[src/rtl/tx_arp_pack.sv]
// tx_arp_pack: builds 28-byte ARP replies (from ack_en + get_mac_pc) and ARP
// requests (from req_en) and streams them as seven 32-bit big-endian words
// with sop/eop/vld framing and tx_rdy back-pressure.
//
// Ports:
//   clk, rst_n                 clock, asynchronous active-low reset
//   cfg_mac_local/ip_local     sender MAC / IP
//   cfg_ip_pc                  target IP
//   ack_en, get_mac_pc         reply trigger with the PC MAC (same cycle)
//   req_en                     request trigger
//   tx_rdy                     downstream ready
//   tx_data/vld/sop/eop/mod    payload stream (mod is always 0)
//   tx_dst_mac                 Ethernet destination for the current packet
//   busy                       packet in flight or pending
module tx_arp_pack #(
    parameter int unsigned MAC_ADDR_W = 48,
    parameter int unsigned IP_ADDR_W  = 32,
    parameter int unsigned DATA_W     = 32
) (
    input  logic                  clk,
    input  logic                  rst_n,
    input  logic [MAC_ADDR_W-1:0] cfg_mac_local,
    input  logic [IP_ADDR_W-1:0]  cfg_ip_local,
    input  logic [IP_ADDR_W-1:0]  cfg_ip_pc,
    input  logic                  ack_en,
    input  logic [MAC_ADDR_W-1:0] get_mac_pc,
    input  logic                  req_en,
    input  logic                  tx_rdy,
    output logic [DATA_W-1:0]     tx_data,
    output logic                  tx_vld,
    output logic                  tx_sop,
    output logic                  tx_eop,
    output logic [1:0]            tx_mod,
    output logic [MAC_ADDR_W-1:0] tx_dst_mac,
    output logic                  busy
);

    localparam int unsigned CNT_W = 3;
    localparam logic [CNT_W-1:0] LAST_IDX = 3'd6;
    localparam logic [15:0] OP_REPLY   = 16'h0002;
    localparam logic [15:0] OP_REQUEST = 16'h0001;

    // LOAD is the one-cycle slot between launch and W0 appearing on the bus.
    typedef enum logic [1:0] {
        IDLE = 2'd0,
        LOAD = 2'd1,
        SEND = 2'd2
    } state_t;

    state_t                state;
    state_t                state_d;
    logic [CNT_W-1:0]      cnt;
    logic [CNT_W-1:0]      nidx;
    logic                  ack_pend;
    logic                  req_pend;
    logic                  ack_pend_d;
    logic                  req_pend_d;
    logic                  busy_d;
    logic [MAC_ADDR_W-1:0] pend_mac;
    logic [MAC_ADDR_W-1:0] pend_mac_d;
    logic [MAC_ADDR_W-1:0] launch_mac;
    logic                  launch_ack;
    logic                  launch_req;
    logic                  accept;
    logic                  last_accept;

    // packet snapshot, immune to configuration changes mid-packet
    logic [MAC_ADDR_W-1:0] pkt_sm;
    logic [IP_ADDR_W-1:0]  pkt_si;
    logic [IP_ADDR_W-1:0]  pkt_ti;
    logic [MAC_ADDR_W-1:0] pkt_tm;
    logic                  pkt_reply;
    logic [DATA_W-1:0]     word_c;

    // launch decode and next pending-flag / state values
    always_comb begin
        launch_ack  = 1'b0;
        launch_req  = 1'b0;
        state_d     = state;
        accept      = tx_vld && tx_rdy;
        last_accept = 1'b0;

        if (state == IDLE) begin
            launch_ack = ack_pend || ack_en;
            launch_req = !launch_ack && (req_pend || req_en);
        end

        // a trigger only survives a launch of its own type if one was already pending
        ack_pend_d = launch_ack ? (ack_pend && ack_en) : (ack_pend || ack_en);
        req_pend_d = launch_req ? (req_pend && req_en) : (req_pend || req_en);
        pend_mac_d = ack_en ? get_mac_pc : pend_mac;
        launch_mac = ack_pend ? pend_mac : get_mac_pc;

        case (state)
            IDLE: if (launch_ack || launch_req) state_d = LOAD;
            LOAD: state_d = SEND;
            SEND: begin
                last_accept = accept && (cnt == LAST_IDX);
                if (last_accept) state_d = IDLE;
            end
            default: state_d = IDLE;
        endcase

        busy_d = (state_d != IDLE) || ack_pend_d || req_pend_d;
    end

    // word to be presented next: W0 from LOAD, otherwise the one after cnt
    assign nidx = (state == LOAD) ? '0 : cnt + 3'd1;

    always_comb begin
        case (nidx)
            3'd0:    word_c = 32'h0001_0800;
            3'd1:    word_c = {8'h06, 8'h04, (pkt_reply ? OP_REPLY : OP_REQUEST)};
            3'd2:    word_c = pkt_sm[47:16];
            3'd3:    word_c = {pkt_sm[15:0], pkt_si[31:16]};
            3'd4:    word_c = {pkt_si[15:0], pkt_tm[47:32]};
            3'd5:    word_c = pkt_tm[31:0];
            default: word_c = pkt_ti;
        endcase
    end

    // state, pending flags, packet snapshot and registered stream outputs
    always_ff @(posedge clk or negedge rst_n) begin
        if (!rst_n) begin
            state      <= IDLE;
            cnt        <= '0;
            ack_pend   <= 1'b0;
            req_pend   <= 1'b0;
            pend_mac   <= '0;
            busy       <= 1'b0;
            pkt_sm     <= '0;
            pkt_si     <= '0;
            pkt_ti     <= '0;
            pkt_tm     <= '0;
            pkt_reply  <= 1'b0;
            tx_data    <= '0;
            tx_vld     <= 1'b0;
            tx_sop     <= 1'b0;
            tx_eop     <= 1'b0;
            tx_mod     <= 2'b00;
            tx_dst_mac <= '0;
        end else begin
            state    <= state_d;
            ack_pend <= ack_pend_d;
            req_pend <= req_pend_d;
            pend_mac <= pend_mac_d;
            busy     <= busy_d;
            tx_mod   <= 2'b00;

            if (launch_ack || launch_req) begin
                pkt_sm    <= cfg_mac_local;
                pkt_si    <= cfg_ip_local;
                pkt_ti    <= cfg_ip_pc;
                pkt_reply <= launch_ack;
                pkt_tm    <= launch_ack ? launch_mac : '0;
            end

            case (state)
                LOAD: begin
                    tx_data    <= word_c;
                    tx_vld     <= 1'b1;
                    tx_sop     <= 1'b1;
                    tx_eop     <= 1'b0;
                    cnt        <= '0;
                    tx_dst_mac <= pkt_reply ? pkt_tm : '1;
                end
                SEND: begin
                    if (accept) begin
                        if (cnt == LAST_IDX) begin
                            tx_vld <= 1'b0;
                            tx_sop <= 1'b0;
                            tx_eop <= 1'b0;
                            cnt    <= '0;
                        end else begin
                            tx_data <= word_c;
                            tx_sop  <= 1'b0;
                            tx_eop  <= (cnt == LAST_IDX - 3'd1);
                            cnt     <= cnt + 3'd1;
                        end
                    end
                end
                default: ;
            endcase
        end
    end

endmodule
[config.mk]
export PLATFORM = sky130hd
export DESIGN_NAME = tx_arp_pack
export DESIGN_NICKNAME = d
export VERILOG_FILES = /design/src/rtl/tx_arp_pack.sv
export SDC_FILE = /design/constraint.sdc
export NUM_CORES = 1
export LEC_CHECK = 0
export BUFFER_PORTS_ARGS = -buffer_cell sky130_fd_sc_hd__buf_2
export CORE_ASPECT_RATIO = 1.4
export CORE_MARGIN = 2
export CORE_UTILIZATION = 40
export DETAILED_ROUTE_END_ITERATION = 6
export PLACE_DENSITY = 0.74
export SLEW_MARGIN = 40
export SYNTH_ARGS = -nofsm -noshare
export SYNTH_HDL_FRONTEND = slang
export SYNTH_SLANG_ARGS = --single-unit
[constraint.sdc]
create_clock -name clk -period 2.5 [get_ports clk]
set_input_delay 0.25 -clock clk [delete_from_list [all_inputs] [get_ports clk]]
set_output_delay 0.25 -clock clk [all_outputs]
set_load 0.05 [all_outputs]
### Yosys cells after proc, flatten, opt, wreduce, memory -nomap -nowiden

Index checks and enable logic that the tools add are counted.

* input bits: 165
* bits in registers: 300
* word-level logic and storage cells: 74
* output and inout port bits: 86

* muxes and demuxes: 27
* $add $sub $neg: 1
* eq/ne operators: 12
* reductions and logical operators: 18

Operators by type and width (count)
* one-hot mux 32 bit (6 select lines): 1
* two-way mux 48 bit: 3
* two-way mux 32 bit: 2
* one-hot mux 32 bit (2 select lines): 1
* equality test 3 bit, second input constant: 4
* two-way mux 1 bit: 9
* two-way mux 3 bit: 3
* equality test 3 x 2 -> 1 bit, second input constant: 2
* two-way mux 2 bit: 3
* != test 2 bit, second input constant: 3
* one-hot mux 1 bit (2 select lines): 3
* one-hot mux 2 bit (3 select lines): 1
* one-hot mux 3 bit (2 select lines): 1
* AND reduction 3 bit: 2
* logical AND 1 bit: 5
* logical OR 1 bit: 5
* nonzero test 2 bit: 2
* adder 3 x 1 -> 3 bit, second input constant: 1
* equality test 3 x 1 -> 1 bit, second input constant: 1
* logical NOT 3 bit: 1
* equality test 2 x 1 -> 1 bit, second input constant: 1
* equality test 2 bit, second input constant: 1
* logical NOT 2 bit: 1
* AND reduction 2 bit: 1
* logical NOT 1 bit: 1

### Logic depth before layout (Yosys ltp)

Gate-level depths: netlist (run 1).

* word-level depth: 10
* gate-level depth with buffers: 11
* mapped depth without buffers: 6

### Worst setup path before layout (run 1)

Ideal clock, no wire load.

* path kind: reg-to-reg
* start point: reg cnt[0]
* end point: reg tx_data[0]
* library setup time: 0.128 ns
* data required time: 2.372 ns
* stages on the path, launching flop included: 12
* slack: 0.058 ns
* data arrival time: 2.314 ns
* cells stage by stage: dfrtp_1 -> buf_2 -> buf_2 -> buf_2 -> inv_1 -> ha_1 -> buf_2 -> buf_2 -> clkbuf_1 -> a31oi_1 -> a221oi_1 -> o21ai_1

* word-level cells in the longest chain between the ends: 7
* elaborated cells on any way between the ends: 15

RTL lines
* start, declared: line 52 `logic [CNT_W-1:0] cnt;`
* start signal, assigned: line 178 `cnt <= cnt + 3'd1;`
* adder 3 x 1 -> 3 bit: line 108 `assign nidx = (state == LOAD) ? '0 : cnt + 3'd1;`
* two-way mux 3 bit: line 108
* equality test 3 bit, or another cell as far along: line 111 `case (nidx)`
* one-hot mux 32 bit (6 select lines): line 111
* two-way mux 32 bit: line 169 `if (cnt == LAST_IDX) begin`
* two-way mux 32 bit: line 168 `if (accept) begin`
* one-hot mux 32 bit (2 select lines): line 158 `case (state)`
* end signal, assigned: line 160 `tx_data <= word_c;`
* end signal, assigned: line 175 `tx_data <= word_c;`
* end, declared: line 29 `output logic [DATA_W-1:0] tx_data,`

Parallel ways exist; a longest one is shown, timed or not. The select of a mux whose other input is x is not followed.
A chain may end at the register's enable or synchronous reset.

### Worst setup path after layout (run 1)

* start point: reg cnt[0]
* end point: reg tx_data[16]

The elaborated chain is that of the path after synthesis.

==> results.toml, run 1 <==
[setup_path]
slowest_delay_ns = 0.48
cp_cell_sequence = "ha_1 > xnor2_4 > buf_4 > buf_4 > and4_1 > nor4_1 > o21ai_1"
cp_max_fo = 16
crit_top_cell = "buf_4"
critPathSlowestCell = "dfrtp_2"
cp.arrival_ns = 2.76
critPathLaunchType = "register"
cp-end-kind = "register"
required_ns = 2.93
worstReg2RegStart = "cnt[0]$_DFFE_PN0P_"
path_class = "reg2reg"
setup.worst_path.start = "cnt[0]$_DFFE_PN0P_"

[clock_network]
cts_root_buf = "clkbuf_16"
clk_latency_ns = 0.56
clk_pin_slew_ns = 0.07
cts_buffer_depth = 3
clkSinkCount = 300
htree_levels = 1
cts_tree = "built"
cts_buffers = 30
cts_setup_buffers = 0

[cells_and_area]
seqCellArea_um2 = 7510
multiInputGateArea_um2 = 4690
layout.nets = 1752
nFillCells = 2736
area_growth_syn_to_layout_pct = 32.8
final_area_um2 = 17300
layout-drive-gt1-share_pct = 27.3

[route]
first_pass_iters = 5
wl_per_cell_um = 20.8
drc = 0
wl_um = 41700
first_iter_violations = 767
antenna_left = 0
viasPerCell = 5.43
vias = 10901

[timing]
rsz0062_at_grt = "false"
tns_ns = 0
max_slew_margin_pct = 47.4
worst_pin_slew_ns = 0.789
setup_viol = 0
fmaxAchievable_mhz = 429
period_needed_ns = 2.33
drv_slew = 0
fin_crit_sh_pct = 93.3
skew_ns = 0.0118
report.final.hold_viol_count = 0

[synth]
synth_seq_cells = 300
yosys.area.top_type = "dfrtp_1"
async_flop_share_pct = 100
synth_edf_count = 0
synth_cell_type_count = 49
synth_cells = 1212
yosysSeqAreaShare_pct = 57.7
synth-main-ff-cell = "dfrtp_1"
syn_area_um2 = 13000
yosys-top-cells-area = "dfrtp_1 58%, mux2_2 8.3%, nor2_1 3.0%"
avgSynthCellArea_um2 = 10.7
synth_warnings = 0
synth.top_cell.area_share_pct = 57.7

[pwr]
power_density_nw_per_um2 = 1350
leakage_nw = 7.70
vdd_ir_drop_max_uv = 763

[die]
rows = 78
die_width_um = 156
die_area_um2 = 34000
core_um2 = 32200
die_h_um = 217
io_pins = 251
initial_core_util_pct = 40.4

[hold_path]
min-delay-start = "get_mac_pc[14]"
holdCritPathClass = "in2reg"

[place]
portBuffers = 248
post_dp_cell_area_um2 = 14600
gp_congestion = 0.883
dp_hpwl_um = 28100

[run]
max_cap_viol_count = 0

[global_routing]
overflow = 0
grt_pass1_vias = 11194
grt_max_degree = 91
grt_use_total_pct = 24.5
antenna_found_initial = 3
grt_pass1_wl_um = 63600

[status]
outcome = "complete, no violations"
==> report_power, final <==
group,switching (mW),internal [mW]
Sequential,1.62,6.91
Clock,1.92,2.75
Combinational,6.52,3.57
Total,10.1,13.2
==> cells in the mapped netlist, types with 3 or more instances <==
library cell	instances
a211oi_1	25
a21oi_1	53
a221oi_1	28
a31oi_1	50
buf_1	12
buf_2	37
buf_4	9
buf_6	4
clkbuf_1	36
dfrtp_1	300
ha_1	3
inv_1	100
mux2_1	15
mux2_2	96
mux2i_1	26
nand2_1	95
nand2b_1	6
nand3b_1	3
nor2_1	105
nor2b_1	5
nor4_1	3
o211ai_1	3
o21ai_0	61
o21ai_1	60
o22ai_1	48
o31ai_1	3
==> path summary, 6_finish.rpt <==
kind,endpoint,slack (ns),cells past startpoint
setup / recovery,tx_data[16]$_DFFE_PN0P_,0.17,7
hold / removal,pend_mac[14]$_DFFE_PN0P_,0.02,3
setup reg to reg,tx_data[16]$_DFFE_PN0P_,0.17,7
hold reg to reg,tx_eop$_DFFE_PN0P_,0.49,2
max in group asynchronous,pkt_sm[32]$_DFFE_PN0P_,1.36,3
min in group asynchronous,tx_dst_mac[36]$_DFFE_PN0P_,0.21,2
==> cell usage in the layout, fill, tap and decap left out, drive strengths merged, types with 5 or more instances in the layout <==
cell           n
dfrtp        300
nand2b         6
a211oi        26
nand2         95
a221oi        28
dlygate4sd3  161
a21oi         54
o22ai         48
buf          276
mux2i         26
clkbuf        42
inv          101
nor2b          5
a31oi         50
clkinv         5
o21ai        121
nor2         105
mux2         111
==> per-stage QoR <==
stage	total power, mW	hold WS, ns	cells	setup WS [ns]	util, %
after global placement	18.1	0.221	1788	0.0664	45.3
after detailed placement	18.3	0.228	1791	0.209	45.4
after global routing	24.5	0.0635	2007	0.0805	53.6
after floorplan	15.3	-0.0456	1213	0.0579	-
after CTS	23.3	0.0383	2004	0.196	53.6
final	23.3	0.0246	2008	0.168	53.6
==> worst max-delay path, delay by kind of cell, from the launching register on <==
family          cells  cell delay, ns
simple gates        2            0.65
compound gates      1            0.12
fa+ha+maj           1            0.34
flops               1            0.48
buf+inv             2            0.42
xor+xnor            1            0.19
==> cells by family after synthesis <==
kind of cell	count (synthesis)	synth area share [%]
AOI/OAI and AO/OA	338	15.7
xor gates and xnor gates	2	0.250
adders and majority gates	4	0.375
buffers and inverters	198	6.56
DFF	300	57.7
muxes	139	12.0
other	1	0.0288
and+or+nand+nor	230	7.44
==> repair_timing <==
| item | 4_1_cts | 5_1_grt |
|---|---|---|
| hold buffers | 161 | 0 |
| gates resized for setup | 0 | 0 |
| setup endpoints to repair | 0 | 0 |
| endpoints found under the hold margin | 218 | 0 |
==> registers in the layout (all words and copies together), names as in the netlist, 2 cells and up <==
name        cells
pend_mac       48
pkt_sm         48
pkt_tm         48
tx_dst_mac     48
pkt_si         32
pkt_ti         32
tx_data        32
cnt             3
state           2
==> area by class of cell <==
cell class / count / share of cell area, %
tap: 400 / 2.90
timing repair buffer: 437 / 18.3
sequential: 300 / 43.5
inverter: 100 / 2.17
clock buffer: 42 / 5.08
antenna: 4 / 0.0579
clock inverter: 10 / 0.826
multi-input combinational: 715 / 27.2
==> routing by layer <==
metal	vias to the layer above	part of all wire (%)	global-route usage, %	wire (um)
met2	462	51	42.8	21200
met5	-	0	0	0
met4	0	7.1	15.6	2960
met1	5338	36	28.3	15200
met3	135	5.7	3.13	2390
li1	4966	-	-	-
Power figures use the tool's default switching activity.
==> inputs of run 2 (changes only) <==
==> constraint.sdc (replaced) <==
create_clock -name clk -period 2.5 [get_ports clk]
set_input_delay 0.125 -clock clk [delete_from_list [all_inputs] [get_ports clk]]
set_output_delay 0.125 -clock clk [all_outputs]
set_load 0.05 [all_outputs]
==> run 2 against run 1 <==
Effect of this change:
- final cell count up 0.95%
- sequential share of layout area decreased by 0.52 points
- sequential power decreased by 0.6%
- cell area rose by 1.2%
- critical path depth did not move
- power increased by 1.9%
- highest routed layer unchanged
- global-route usage about the same
- non-clock buffer count up 14
- largest cell class unchanged
- first-iteration DRC count increased by 15%
- critical path type unchanged
- worst hold slack better by 0.12 ns
==> results.toml, run 2 (same netlist as run 1, synthesis figures left out) <==
[status]
outcome = "complete, no violations"

[global_routing]
antenna_found_initial = 6
grt_pass1_wl_um = 63700
grt_max_degree = 89
overflow = 0
grt_use_total_pct = 24.5
grt_pass1_vias = 11141

[route]
first_iter_violations = 879
vias = 10924
drc = 0
first_pass_iters = 5
viasPerCell = 5.39
wl_um = 41800
wl_per_cell_um = 20.6
antenna_left = 0

[timing]
fin_crit_sh_pct = 94.3
worst_pin_slew_ns = 0.720
fmaxAchievable_mhz = 424
period_needed_ns = 2.36
setup_viol = 0
max_slew_margin_pct = 52.0
drv_slew = 0
tns_ns = 0
skew_ns = 0.00840
rsz0062_at_grt = "false"
report.final.hold_viol_count = 0

[setup_path]
cp_cell_sequence = "ha_1 > xnor2_4 > buf_4 > or3_1 > buf_4 > o21a_1 > o21ai_1"
path_class = "reg2reg"
slowest_delay_ns = 0.48
cp.arrival_ns = 2.81
required_ns = 2.95
cp_max_fo = 34
worstReg2RegStart = "cnt[0]$_DFFE_PN0P_"
critPathSlowestCell = "dfrtp_2"
r2r_cells = 7
critPathTopFamily = "buffers and inverters"
rr_endpoint = "tx_data[18]$_DFFE_PN0P_"
cp-end-kind = "register"
critPathLaunchType = "register"
reg2reg_setup_slack_ns = 0.14
crit_buf_inv = 2
crit_top_cell = "buf_4"

[hold_path]
holdCritPathClass = "in2async"

[die]
initial_core_util_pct = 40.4
io_pins = 251
die_h_um = 217
core_um2 = 32200
rows = 78
die_width_um = 156
die_area_um2 = 34000

[pwr]
leakage_nw = 7.81
p_sw_share_pct = 42.7
p_seq_share_pct = 35.7
power_density_nw_per_um2 = 1360
p_clk_share_pct = 20.7
switching_power_mw = 10.1
intPower_mw = 13.6
vdd_ir_drop_max_uv = 946
pwr-share-comb_pct = 43.5

[clock_network]
cts_resized = 0
clk_latency_ns = 0.56
postCtsHoldBufs = 164
htree_levels = 1
cts_buffers = 30
clkSinkCount = 300
clk_pin_slew_ns = 0.07
cts_root_buf = "clkbuf_16"
cts_buffer_depth = 3
cts_tree = "built"
cts_setup_buffers = 0

[cells_and_area]
final_cell_mix = "297 x dfrtp_1, 247 x buf_2, 164 x dlygate4sd3_1"
post-route-util_pct = 54.3
final_common_cell = "dfrtp_1"
layout.nets = 1766
layout-drive-gt1-share_pct = 28.0
area_growth_syn_to_layout_pct = 34.4

[place]
gp_congestion = 0.903
dp_hpwl_um = 28400
portBuffers = 248

[run]
max_cap_viol_count = 0
==> run 2: how the worst max path moves through the flow <==
stage                  startpoint  slack (ns)  depth (start not counted)                      end
2_1_floorplan  cnt[0]$_DFFE_PN0P_        0.06                         11   tx_data[0]$_DFFE_PN0P_
3_3_place_gp   cnt[0]$_DFFE_PN0P_        0.01                          6  tx_data[25]$_DFFE_PN0P_
3_5_place_dp   cnt[0]$_DFFE_PN0P_        0.19                          7  tx_data[18]$_DFFE_PN0P_
4_1_cts        cnt[0]$_DFFE_PN0P_        0.17                          7  tx_data[18]$_DFFE_PN0P_
5_1_grt        cnt[0]$_DFFE_PN0P_        0.02                          7  tx_data[21]$_DFFE_PN0P_
6_report       cnt[0]$_DFFE_PN0P_        0.14                          7  tx_data[18]$_DFFE_PN0P_
==> run 2: area by class of cell <==
cell class / instances / area [um^2]
fill: 2715 / 14700
tap: 400 / 500
sequential: 300 / 7510
timing repair buffer: 451 / 3300
multi-input combinational: 715 / 4690
clock inverter: 15 / 216
clock buffer: 40 / 870
antenna: 6 / 15.0
inverter: 100 / 375
==> run 2: stage by stage <==
stage / area (um^2) / power [mW] / hold slack (ns) / cells / setup slack (ns)
finish: 17500 / 23.7 / 0.147 / 2027 / 0.142
global route: 17500 / 24.9 / 0.203 / 2027 / 0.0176
CTS: 17500 / 23.7 / 0.169 / 2021 / 0.173
detailed placement: 14700 / 18.5 / 0.171 / 1802 / 0.194
global placement: 14700 / 18.3 / 0.167 / 1798 / 0.0148
floorplan: 13000 / 15.3 / -0.171 / 1213 / 0.0579
==> run 2: power by group through the flow <==
stage / sequential (mW) / clock (mW) / combinational [mW]
3_5_place_dp: 8.50 / 0 / 10.0
3_3_place_gp: 8.44 / 0 / 9.82
4_1_cts: 8.43 / 5.00 / 10.3
5_1_grt: 8.66 / 5.20 / 11.1
2_1_floorplan: 9.89 / 0 / 5.44
6_report: 8.48 / 4.92 / 10.3
==> run 2: routing by layer <==
| metal | up-vias | part of all wire [%] | global-route usage, % |
|---|---|---|---|
| met4 | 0 | 6.7 | 15.0 |
| met3 | 131 | 5.6 | 3.09 |
| met1 | 5311 | 37 | 29.0 |
| li1 | 4998 | - | - |
| met2 | 484 | 51 | 42.4 |
| met5 | - | 0 | 0 |
